==> config.mk <==
export PLATFORM = sky130hd
export DESIGN_NAME = fu_result_buffer
export DESIGN_NICKNAME = d
export VERILOG_FILES = /design/src/rtl/sys_defs.sv /design/src/rtl/fu_result_slot.sv /design/src/rtl/fu_result_buffer.sv
export SDC_FILE = /design/constraint.sdc
export NUM_CORES = 2
export LEC_CHECK = 0
export BUFFER_PORTS_ARGS = -buffer_cell sky130_fd_sc_hd__buf_2
export CELL_PAD_IN_SITES_DETAIL_PLACEMENT = 0
export CELL_PAD_IN_SITES_GLOBAL_PLACEMENT = 2
export CORE_MARGIN = 5
export CORE_UTILIZATION = 33
export DETAILED_ROUTE_END_ITERATION = 12
export PLACE_DENSITY = 0.82
export SYNTH_ARGS = -nofsm -noshare
export SYNTH_HDL_FRONTEND = slang
export SYNTH_SLANG_ARGS = --single-unit
==> constraint.sdc <==
create_clock -name clock -period 24.3 [get_ports clock]
set_input_delay 1.215 -clock clock [delete_from_list [all_inputs] [get_ports clock]]
set_output_delay 1.215 -clock clock [all_outputs]
set_load 0.05 [all_outputs]
==> src/rtl/sys_defs.sv <==
// -----------------------------------------------------------------------------
// sys_defs: shared FU constants, result record and slot state for the FU result
// buffer.
// Revision: 1.0
// -----------------------------------------------------------------------------
`default_nettype none

package sys_defs;

    localparam int NUM_ALU     = 8;
    localparam int NUM_LS      = 4;
    localparam int NUM_MULT    = 4;
    localparam int NUM_BEQ     = 4;
    localparam int ALU_OFFSET  = 0;
    localparam int LS_OFFSET   = ALU_OFFSET + NUM_ALU;
    localparam int MULT_OFFSET = LS_OFFSET + NUM_LS;
    localparam int BEQ_OFFSET  = MULT_OFFSET + NUM_MULT;
    localparam int FU_SIZE     = BEQ_OFFSET + NUM_BEQ;
    localparam int FU_CAT      = 4;
    localparam int XLEN        = 32;
    localparam int TAG_W       = 6;
    localparam int FU_NUM_W    = $clog2(FU_SIZE) + 1;

    typedef struct packed {
        logic [XLEN-1:0]  value;
        logic [TAG_W-1:0] tag;
    } fu_result_t;

    typedef enum logic [0:0] {
        EMPTY = 1'b0,
        FULL  = 1'b1
    } slot_state_e;

    function automatic logic [FU_NUM_W-1:0] popcount(input logic [FU_SIZE-1:0] v);
        logic [FU_NUM_W-1:0] cnt;
        cnt = '0;
        for (int i = 0; i < FU_SIZE; i++) begin
            cnt = cnt + FU_NUM_W'(v[i]);
        end
        return cnt;
    endfunction

endpackage

`default_nettype wire

==> src/rtl/fu_result_slot.sv <==
// -----------------------------------------------------------------------------
// fu_result_slot: single-entry holding register for one FU result, with
// capture, drain, back-to-back refill and squash.
// Revision: 1.0
// -----------------------------------------------------------------------------
`default_nettype none

module fu_result_slot
    import sys_defs::*;
(
    input  logic       clock,
    input  logic       reset,
    input  logic       i_squash,
    input  logic       i_done,
    input  logic       i_drain,
    input  fu_result_t i_result,
    output logic       o_full,
    output logic       o_full_nxt,
    output logic       o_stall,
    output fu_result_t o_result
);

    slot_state_e r_state;
    slot_state_e w_state_nxt;
    fu_result_t  r_result;
    fu_result_t  w_result_nxt;

    always_ff @(posedge clock or posedge reset) begin
        if (reset) begin
            r_state  <= EMPTY;
            r_result <= '0;
        end else begin
            r_state  <= w_state_nxt;
            r_result <= w_result_nxt;
        end
    end

    // A FULL slot that is not drained ignores i_done: its FU is stalled.
    always_comb begin
        w_state_nxt  = r_state;
        w_result_nxt = r_result;
        if (i_squash) begin
            w_state_nxt = EMPTY;
        end else begin
            case (r_state)
                EMPTY: begin
                    if (i_done) begin
                        w_state_nxt  = FULL;
                        w_result_nxt = i_result;
                    end
                end
                FULL: begin
                    if (i_drain) begin
                        if (i_done) begin
                            w_result_nxt = i_result;
                        end else begin
                            w_state_nxt = EMPTY;
                        end
                    end
                end
                default: w_state_nxt = EMPTY;
            endcase
        end
    end

    assign o_full     = (r_state == FULL);
    assign o_full_nxt = (w_state_nxt == FULL);
    assign o_stall    = o_full && !i_drain;
    assign o_result   = r_result;

endmodule

`default_nettype wire

==> src/rtl/fu_result_buffer.sv <==
// -----------------------------------------------------------------------------
// fu_result_buffer: per-FU result slots, grant decode from the FU selector,
// registered CDB broadcast and occupancy count.
// Revision: 1.0
// -----------------------------------------------------------------------------
`default_nettype none

module fu_result_buffer
    import sys_defs::*;
(
    input  logic                     clock,
    input  logic                     reset,
    input  logic                     squash,
    input  logic [FU_SIZE-1:0]       fu_done,
    input  logic [FU_SIZE*XLEN-1:0]  fu_value,
    input  logic [FU_SIZE*TAG_W-1:0] fu_tag,
    output logic [FU_SIZE-1:0]       fu_stall,
    output logic [FU_SIZE-1:0]       fu_result_valid,
    input  logic [FU_NUM_W-1:0]      fu_num,
    input  logic [FU_CAT-1:0]        cat_select,
    output logic                     cdb_valid,
    output logic [XLEN-1:0]          cdb_value,
    output logic [TAG_W-1:0]         cdb_tag,
    output logic [FU_NUM_W-1:0]      busy_count
);

    logic               w_grant_valid;
    logic [FU_SIZE-1:0] w_drain;
    logic [FU_SIZE-1:0] w_full;
    logic [FU_SIZE-1:0] w_full_nxt;
    fu_result_t         w_slot_res [FU_SIZE];
    logic [XLEN-1:0]    w_sel_value;
    logic [TAG_W-1:0]   w_sel_tag;
    logic               w_any_drain;

    // fu_num==0 alone is indistinguishable from "no selection"; cat_select qualifies it.
    assign w_grant_valid = |cat_select;

    generate
        for (genvar i = 0; i < FU_SIZE; i++) begin : g_slot
            fu_result_t w_in;
            assign w_in.value = fu_value[i*XLEN +: XLEN];
            assign w_in.tag   = fu_tag[i*TAG_W +: TAG_W];
            assign w_drain[i] = w_grant_valid && (fu_num == FU_NUM_W'(i)) && w_full[i];

            fu_result_slot u_slot (
                .clock      (clock),
                .reset      (reset),
                .i_squash   (squash),
                .i_done     (fu_done[i]),
                .i_drain    (w_drain[i]),
                .i_result   (w_in),
                .o_full     (w_full[i]),
                .o_full_nxt (w_full_nxt[i]),
                .o_stall    (fu_stall[i]),
                .o_result   (w_slot_res[i])
            );
        end
    endgenerate

    assign fu_result_valid = w_full;
    assign w_any_drain     = |w_drain;

    // w_drain is at most one-hot, so an AND-OR mux suffices.
    always_comb begin
        w_sel_value = '0;
        w_sel_tag   = '0;
        for (int i = 0; i < FU_SIZE; i++) begin
            if (w_drain[i]) begin
                w_sel_value = w_sel_value | w_slot_res[i].value;
                w_sel_tag   = w_sel_tag | w_slot_res[i].tag;
            end
        end
    end

    always_ff @(posedge clock or posedge reset) begin
        if (reset) begin
            cdb_valid  <= 1'b0;
            cdb_value  <= '0;
            cdb_tag    <= '0;
            busy_count <= '0;
        end else begin
            busy_count <= popcount(w_full_nxt);
            if (!squash && w_any_drain) begin
                cdb_valid <= 1'b1;
                cdb_value <= w_sel_value;
                cdb_tag   <= w_sel_tag;
            end else begin
                cdb_valid <= 1'b0;
            end
        end
    end

endmodule

`default_nettype wire

==> results.json <==
{
  "areaGrowthSynthToFinish_pct": 24.9,
  "die_h_um": 342,
  "synth_top_area_share_pct": 56.6,
  "cts_buffers": 94,
  "crit_type": "in2reg",
  "overflow": 0,
  "fillers": 10457,
  "nets": 4256,
  "clock_skew_ns": 0.0306,
  "rsz0062_at_grt": "false",
  "synth_flop_cell": "dfrtp_1",
  "drtIter0Drc": 2508,
  "cp.required_ns": 24.91,
  "ys_ff_latch": 824,
  "fin_area_um2": 45500,
  "clk_pin_slew_ns": 0.06,
  "relSlewSlack_pct": 16.4,
  "wl_met2_mm": 83.0,
  "core_um2": 109000,
  "whs_ns": 0.491,
  "ys_seq_area_share_pct": 56.6,
  "worstHoldEndpoint": "g_slot[16].u_slot.o_result[8]",
  "dp_worst_setup_slack_ns": 17.47,
  "min_from": "g_slot[16].u_slot.o_result[8]",
  "r2r-start": "g_slot[5].u_slot.o_full",
  "synth_simple_gate_area_share_pct": 4.22,
  "crit_slowest_cell": "nand2_1",
  "cts_tree": "built",
  "final-max-slew-violation-count": 0,
  "synth_warnings": 0,
  "worstPathMaxFanout": 23,
  "final.setup.tns_ns": 0,
  "antenna_found_initial": 73,
  "drc": 0,
  "peakVddDrop_mv": 0.0607,
  "finalCritPeriodShare_pct": 25.4,
  "worstMarginPinSlew_ns": 1.25,
  "layout_setup_ws_ns": 18.12,
  "grt_max_degree": 184,
  "setup_violations": 0,
  "synth-xor-area-share_pct": 0.0481,
  "power_frac_comb_pct": 17.8,
  "row_count": 121,
  "wl_met1_mm": 68.1,
  "initial_core_util_pct": 33.3,
  "synth_top_family_by_area": "multiplexers",
  "pin_count": 878,
  "vias_per_cell": 5.57,
  "crit_buf_inv": 3,
  "cts-root-buf": "clkbuf_16",
  "power.switching_uw": 1200,
  "endpoint_kind": "flip-flop",
  "wl_mm": 173,
  "power_frac_seq_pct": 44.9,
  "r2r_setup_slack_ns": 19.79,
  "status": "finished, final reports clean",
  "synth.avg_cell_area_um2": 13.8,
  "synth_compound_gate_area_share_pct": 10.9,
  "wl_per_cell_um": 34.3,
  "ys_async_sr_fraction_pct": 100,
  "cts_hold_buf": 0,
  "cts_sinks": 824,
  "fmax_mhz": 162,
  "synth_mux_area_share_pct": 23.5,
  "cellLeakagePower_uw": 0.0201,
  "yosys-top-cells-area": "dfrtp_1 (57%), mux2_1 (12%), mux2_2 (11%)",
  "clockBufferDepth": 3,
  "vias": 28056,
  "wl_met3_mm": 13.4,
  "ant_nets": 0,
  "crit_path_frequent_cell": "fa_1",
  "drive_above_1_share_pct": 43.7,
  "clock_latency_ns": 0.68,
  "cts_setup_buffers": 0,
  "hold_path_depth": 1,
  "hold_viol": 0,
  "r2r_cells": 15,
  "hpwl_mm": 125,
  "fp.dieArea_um2": 117000,
  "hp-class": "reg2reg",
  "grt_pass1_vias": 29546,
  "synth.distinct_cells": 66,
  "placed_area_um2": 42100,
  "top_layer": "met5",
  "crit_family": "adder cells",
  "ctsResizeCount": 0,
  "synth_edf_count": 0,
  "syn_area_um2": 36400,
  "drv_cap": 0,
  "syn-num-nets": 3448,
  "max_stage_delay_ns": 0.73,
  "synthCells": 2634,
  "grt_usage_pct": 28.6,
  "grt_pass1_wl_mm": 234,
  "p_int_uw": 2840,
  "dp_cells": 4822,
  "finalCriticalPeriod_ns": 6.18,
  "r2r_end": "busy_count[4]",
  "cellPowerDensity_nw_per_um2": 88.9,
  "dr.pass1.iters": 8,
  "die_width_um": 342,
  "synth_top_area_cell": "dfrtp_1",
  "start_kind": "input port",
  "io_buffers": 876,
  "arrival_ns": 6.79,
  "synth_fa_ha_area_share_pct": 1.01,
  "clkPwrFrac_pct": 37.2,
  "htree_num_levels": 3,
  "fin_cells": 5041,
  "worstPathCellList": "buf_2 > or4_4 > nand2_1 > o21a_1 > nor2_1 > or2_2 > fa_1 > fa_1 > fa_1 > fa_1 > inv_1 > fa_1 > ha_1 > inv_1 > fa_1 > nor2b_1 > o21ai_0 > nand2b_1",
  "gp_congestion": 0.875,
  "netSwitchingFraction_pct": 29.7
}
==> worst max path at each step <==
stage / startpoint / end / slack, ns / cells past startpoint
2_1_floorplan: reset / busy_count[0] / 11.77 / 1
3_3_place_gp: cat_select[1] / busy_count[4] / 17.55 / 18
3_5_place_dp: cat_select[1] / busy_count[4] / 17.47 / 18
4_1_cts: cat_select[1] / busy_count[4] / 18.18 / 18
5_1_grt: cat_select[1] / busy_count[4] / 17.97 / 18
6_report: cat_select[1] / busy_count[4] / 18.12 / 18
==> power groups by stage <==
stage / clock network (µW) / registers (µW) / logic, µW
final: 1510 / 1820 / 721
after global routing: 1580 / 1840 / 776
after CTS: 1530 / 1810 / 727
after detailed placement: 0 / 1830 / 723
after global placement: 0 / 1830 / 710
after floorplan: 0 / 1890 / 381
==> per-layer routing <==
metal / track usage (%) / up-vias
met5: 0 / -
met4: 12.9 / 22
met3: 5.67 / 312
met2: 47.2 / 1421
met1: 36.5 / 14772
li1: - / 11529
==> synth_stat cells, types with 3 or more instances <==
master and instances:
o31a_1 4, nand4_1 7, or3b_1 21, a31oi_1 14, clkbuf_1 82, o21a_1 12, a2111oi_0 7, a211oi_1 9
mux2_1 400, buf_1 4, a221oi_1 65, nor3_1 6, a221o_1 8, nand3_1 9, fa_1 14, buf_4 54
nor4_1 5, and3b_1 10, nand2b_1 3, buf_6 5, o22ai_1 31, o21ai_0 8, and3_1 42, a222oi_1 18
inv_1 28, a22oi_1 194, a21oi_1 25, nand2_1 40, a22o_1 61, o2bb2ai_1 3, buf_2 90, mux2_2 360
or2_2 8, nor3b_2 3, a41oi_1 11, ha_1 7, a2bb2oi_1 3, dfrtp_1 824, and4_1 5, nor2_1 87
a41oi_2 13
==> metrics by stage <==
| step | util [%] | total power [µW] |
|---|---|---|
| after floorplan | - | 2270 |
| after global placement | 38.6 | 2540 |
| after detailed placement | 38.6 | 2560 |
| after CTS | 41.6 | 4060 |
| after global routing | 41.6 | 4200 |
| final | 41.7 | 4040 |
==> sequential cells by signal (all words and copies together), names as in the netlist <==
name	flops
busy_count	5
cdb_tag	6
cdb_valid	1
cdb_value	32
g_slot.u_slot.o_full	20
g_slot.u_slot.o_result	760
==> area by class of cell <==
class                           instances  area [µm²]  share of cell area (%)
Tap cell                             1476        1850                    4.06
Multi-Input combinational cell       1547       14600                    32.0
Timing Repair Buffer                  947        4940                    10.9
Clock inverter                         32         454                   0.999
Clock buffer                          140        2820                    6.20
Antenna cell                           47         118                   0.259
Inverter                               28         109                   0.239
Sequential cell                       824       20600                    45.3
==> cell families after synthesis <==
| kind of cell | after synthesis |
|---|---|
| compound gates | 495 |
| xor+xnor | 2 |
| other cells | 1 |
| simple gates | 268 |
| fa+ha+maj | 21 |
| flops | 824 |
| buf+inv | 263 |
| mux | 760 |
==> cell usage in the layout (no fill, tap or decap), types with 9 or more instances in the layout <==
cell       instances
a211oi_1           9
a21oi_1           25
a221oi_1          65
a222oi_1          18
a22o_1            61
a22oi_1          194
a31oi_1           14
a41oi_1           10
a41oi_2           13
and3_1            28
and3_2            14
and3b_1           10
buf_2            876
buf_4             69
clkbuf_1          19
clkbuf_16         96
clkbuf_8          25
clkinv_2          11
dfrtp_1          824
diode_2           47
fa_1              14
inv_1             27
mux2_1           400
mux2_2           360
nand2_1           40
nand3_1            9
nor2_1            87
o21a_1            12
o22ai_1           31
or3b_4            17
No activity file was read; power rests on OpenSTA's default activity.
